--- src/rtl/tower_topk_sorter.sv ---
// Streaming top-K tower selector: keeps K highest-ET towers sorted, drains them in rank order.
// Optional macro TOPK_ET_THRESHOLD_EN: towers below ET_THRESH are consumed but not inserted.
module tower_topk_sorter #(
  parameter int unsigned ET_W      = 8,
  parameter int unsigned ETA_W     = 6,
  parameter int unsigned PHI_W     = 6,
  parameter int unsigned K         = 4,
  parameter int unsigned ET_THRESH = 0,
  localparam int unsigned RK_W     = $clog2(K)
) (
  input  logic             clk,
  input  logic             rst_n,
  input  logic             in_valid,
  output logic             in_ready,
  input  logic [ET_W-1:0]  in_et,
  input  logic [ETA_W-1:0] in_eta,
  input  logic [PHI_W-1:0] in_phi,
  input  logic             in_last,
  output logic             out_valid,
  input  logic             out_ready,
  output logic [ET_W-1:0]  out_et,
  output logic [ETA_W-1:0] out_eta,
  output logic [PHI_W-1:0] out_phi,
  output logic [RK_W-1:0]  out_rank,
  output logic             out_hit,
  output logic             out_last
);

  typedef enum logic {COLLECT, DRAIN} state_t;

`ifdef TOPK_ET_THRESHOLD_EN
  localparam bit THR_EN = 1'b1;
`else
  localparam bit THR_EN = 1'b0;
`endif

  state_t           state_q, state_d;
  logic [RK_W-1:0]  rank_q, rank_d;
  logic             hit_q [K];
  logic             hit_d [K];
  logic [ET_W-1:0]  et_q  [K];
  logic [ET_W-1:0]  et_d  [K];
  logic [ETA_W-1:0] eta_q [K];
  logic [ETA_W-1:0] eta_d [K];
  logic [PHI_W-1:0] phi_q [K];
  logic [PHI_W-1:0] phi_d [K];

  logic [ET_W-1:0] thr;
  logic            accept, candidate, show;
  logic [K-1:0]    ge, ge_prev;

  assign thr       = ET_W'(ET_THRESH);
  assign accept    = in_valid && in_ready;
  assign candidate = !(THR_EN && (in_et < thr));

  // ge is a prefix mask (hit slots first, descending ET), so insert slot p
  // is the first index where ge drops, and slots past p shift down.
  always_comb begin
    for (int unsigned i = 0; i < K; i++) begin
      ge[i] = hit_q[i] && (et_q[i] >= in_et);
    end
    ge_prev = {ge[K-2:0], 1'b1};
  end

  always_comb begin
    state_d = state_q;
    rank_d  = rank_q;
    for (int unsigned i = 0; i < K; i++) begin
      hit_d[i] = hit_q[i];
      et_d[i]  = et_q[i];
      eta_d[i] = eta_q[i];
      phi_d[i] = phi_q[i];
    end
    case (state_q)
      COLLECT: begin
        if (accept) begin
          if (candidate) begin
            for (int unsigned i = 1; i < K; i++) begin
              if (!ge_prev[i]) begin
                hit_d[i] = hit_q[i-1];
                et_d[i]  = et_q[i-1];
                eta_d[i] = eta_q[i-1];
                phi_d[i] = phi_q[i-1];
              end
            end
            for (int unsigned i = 0; i < K; i++) begin
              if (!ge[i] && ge_prev[i]) begin
                hit_d[i] = 1'b1;
                et_d[i]  = in_et;
                eta_d[i] = in_eta;
                phi_d[i] = in_phi;
              end
            end
          end
          if (in_last) begin
            state_d = DRAIN;
            rank_d  = '0;
          end
        end
      end
      DRAIN: begin
        if (out_ready) begin
          if (rank_q == RK_W'(K - 1)) begin
            state_d = COLLECT;
            rank_d  = '0;
            for (int unsigned i = 0; i < K; i++) begin
              hit_d[i] = 1'b0;
            end
          end else begin
            rank_d = rank_q + 1'b1;
          end
        end
      end
      default: state_d = COLLECT;
    endcase
  end

  always_ff @(posedge clk or negedge rst_n) begin
    if (!rst_n) begin
      state_q <= COLLECT;
      rank_q  <= '0;
      for (int unsigned i = 0; i < K; i++) begin
        hit_q[i] <= 1'b0;
        et_q[i]  <= '0;
        eta_q[i] <= '0;
        phi_q[i] <= '0;
      end
    end else begin
      state_q <= state_d;
      rank_q  <= rank_d;
      for (int unsigned i = 0; i < K; i++) begin
        hit_q[i] <= hit_d[i];
        et_q[i]  <= et_d[i];
        eta_q[i] <= eta_d[i];
        phi_q[i] <= phi_d[i];
      end
    end
  end

  assign in_ready  = (state_q == COLLECT);
  assign out_valid = (state_q == DRAIN);
  assign show      = out_valid && hit_q[rank_q];
  assign out_hit   = show;
  assign out_rank  = rank_q;
  assign out_last  = out_valid && (rank_q == RK_W'(K - 1));
  assign out_et    = show ? et_q[rank_q]  : '0;
  assign out_eta   = show ? eta_q[rank_q] : '0;
  assign out_phi   = show ? phi_q[rank_q] : '0;

endmodule
--- config.mk ---
export PLATFORM = sky130hd
export DESIGN_NAME = tower_topk_sorter
export DESIGN_NICKNAME = d
export VERILOG_FILES = /design/src/rtl/tower_topk_sorter.sv
export SDC_FILE = /design/constraint.sdc
export NUM_CORES = 1
export LEC_CHECK = 0
export ABC_AREA = 0
export CAP_MARGIN = 20
export CORE_MARGIN = 4
export CORE_UTILIZATION = 45
export CTS_CLUSTER_DIAMETER = 60
export DETAILED_ROUTE_END_ITERATION = 8
export PLACE_DENSITY_LB_ADDON = 0.12
export REMOVE_ABC_BUFFERS = 1
export SYNTH_ARGS = -nofsm -noshare
export SYNTH_HDL_FRONTEND = slang
export SYNTH_SLANG_ARGS = --single-unit
--- constraint.sdc ---
create_clock -name clk -period 2.4 [get_ports clk]
set_input_delay 0.24 -clock clk [delete_from_list [all_inputs] [get_ports clk]]
set_output_delay 0.24 -clock clk [all_outputs]
set_load 0.1 [all_outputs]
==> summary.md <==
| Metric | Value |
|---|---|
| Post-route DRC | 0 |
| 1st-iter DRT viols | around 310 |
| Initial Utilization | about 47% |
| Placement Rows | 38 |
| Vias in the first global route | 4737 |
| Final #Nets | 634 |
| Core Region | 11030 sq um |
| Die X | 115.2 microns |
| Crit path required time | 2.62 ns |
| Finished Cell Area | between 7000 and 8000 sq um |
| Diode count | 0 |
| Post-DR vias/cell | 6.345 |
| Hold Path Depth | 3 |
| # port buffers | 50 |
| CTS sink cnt | 87 |
| Max_slew headroom | between 60% and 70% |
| Worst EP arrival | 2.54 ns |
| Status | finished clean |
| Yosys warns | 0 |
| CTS buffer count | 9 |
| Number of synthesized flops with an enable pin | 0 |
| Worst Hold Slack | 0.2863 ns |
| Kind of critical path | flip-flop to flip-flop |
| Total number of vias | 4575 |
| Post-synth cell types | 38 |
| Worst skew pair latency | 0.35 ns |
| Root Buffer | clkbuf_16 |
| Tcrit/Tclk final | 96.38% |
| Post-layout util | 64.46% |
| Number of detailed-route iterations in the first pass | 5 |
| Async set-reset flop share out of synthesis | 100.0% |
| Final Max Slew Viols | 0 |
| Layout cells sized above 1 | 33.05% |
| Number of synthesized register bits | a little under 90 |
| Tightest Pin Transition | 0.5753 ns |
| Period minus WS final | 2.313 ns |
| Syn-to-layout area delta | 37.47% |
| Clock Pin Slew Worst Setup and Hold Paths | approximately 0.07 ns |
| Seq/Total Area, Yosys | 42.09% |
| CTS tree | done |
| # IOs | 51 |
| Filler cell count | ~900 |
| CP endpoint kind | flip-flop |
| Post-DP HPWL | 10640 microns |
| Max cap viols | 0 |
| Clk_skew | around 0.0085 ns |
| Syn_area_per_cell | about 10 sq um |
| Fin worst setup slack | just under 0.09 ns |
| Pre-CTS WS | -0.4343 ns |
| Synth Cell Area | approximately 5200 sq um |
| Drt wl/cell | ~23 microns |
| First-pass GRT wire length | 26230 microns |
| Worst hold path class | input port to flip-flop |
| Overall routing resource usage | about 26% |
| Initial antenna violation count | 1 |
| Die area | roughly 13000 sq um |
| Startpoint Class | flip-flop |
| GR Overflow Total | 0 |
| Final RePlAce weighted congestion | ~0.9 |
| Final WL | 16490 microns |
| Path depth of the worst reg2reg path | 8 |
| Die Y | 115.2 microns |
| Final hold vios | 0 |
| Post-Syn Instances | around 500 |
| Predominant post-synthesis flop cell | dfrtp_1 |
| Largest net degree at the start of global routing | 51 |
| # setup viols final | 0 |
| Dpl cell area | 6464 sq um |
| Post-DRT Antenna Nets | 0 |
| Fmax | approximately 430 MHz |
| Longest Clk Path Bufs | 2 |
| Crit path max fanout | 11 |
| Htree depth | 3 |
-- critical path, cell delays in order, from the launching register on --
cell and delay [ns]:
dfrtp_1 0.42, ha_1 0.29, and3_4 0.18, a221oi_4 0.27, o22ai_2 0.14, buf_4 0.16, a21o_1 0.20, buf_6 0.16
a221o_1 0.36
-- cell families after synthesis --
group / synth area share [%]
adder cells (fa/ha/maj): 7.983
multiplexers: 9.531
flip-flops: 42.09
buffers and inverters: 6.942
AO/OA/AOI/OAI: 20.83
AND/OR/NAND/NOR: 12.63
-- through the flow --
stage	std cells	setup TNS [ns]
after global routing	721	-0.01244
after detailed placement	700	-26.37
after floorplan	453	-170.38
final	721	0
after global placement	700	-24.16
after CTS	720	0
-- synth_stat cells, types with 21 or more instances --
master | n | area share [%]
o21ai_0 | 46 | 4.5
clkbuf_1 | 29 | 2.1
dfrtp_1 | 87 | 42
nand2_1 | 29 | 2.1
nor3_1 | 21 | 2.0
mux4_2 | 21 | 9.1
ha_1 | 33 | 8.0
nor2_1 | 22 | 1.6
a221o_1 | 21 | 4.1
inv_1 | 46 | 3.3
-- final cells by class --
type | instances | area [sq um] | share of cell area (%)
Tap cell | 140 | 175.2 | 2.463
Clock inverter | 6 | 67.56 | 0.9502
Multi-Input combinational cell | 321 | 2933 | 41.25
Timing Repair Buffer | 111 | 1341 | 18.86
Inverter | 46 | 175.2 | 2.463
Sequential cell | 87 | 2180 | 30.65
Clock buffer | 10 | 239.0 | 3.361
-- sequential cells by signal (all words and copies together) (netlist names) --
name       flops
out_rank       2
et_q          32
out_valid      1
eta_q         24
phi_q         24
hit_q          4
-- placed cells by master (no fill, tap or decap), types with 3 or more instances in the layout --
master           count
nor3b_2              3
nand3_1              4
nor2_1              22
inv_1               42
dlymetal6s2s_1       3
nor3_1              21
and3_1              20
clkbuf_16            9
a221oi_4             3
o211ai_1             3
ha_1                29
nand2_1             28
ha_4                 4
a21o_1               6
dfrtp_1             85
or3_1               19
buf_12              34
o21ai_0             43
inv_2                3
buf_4               49
a221oi_2            17
a221o_1             21
o221a_2             20
clkdlybuf4s50_1     20
mux4_2              22
buf_6                4
-- worst paths after layout --
path	start	to	slack [ns]
max	et_q[21]	et_q[15]	0.09
min	in_et[7]	et_q[7]	0.29
max reg2reg	et_q[21]	et_q[15]	0.09
min reg2reg	phi_q[19]	phi_q[19]	0.53
max in group asynchronous	rst_n	phi_q[3]	1.28
min in group asynchronous	rst_n	out_rank[0]	0.42
-- layer usage --
metal	GRT usage (%)	share of wire, %	vias up
li1	-	-	2038
met1	35.84	44	2348
met2	41.90	49	166
met3	3.632	5.3	23
met4	8.607	2.0	0
met5	0	0	-
-- repair_timing --
action | in CTS | in global routing
hold buffers | 1 | 0
cloned | 1 | 0
setup buffers | 2 | 1
pin swaps | 2 | 4
endpoints found under the setup margin | 65 | 78
resized for setup | 8 | 45
hold endpoints to repair | 37 | 0
Power is not shown: default switching activity piles up to over one toggle a cycle in this logic, so the estimate is an artifact.
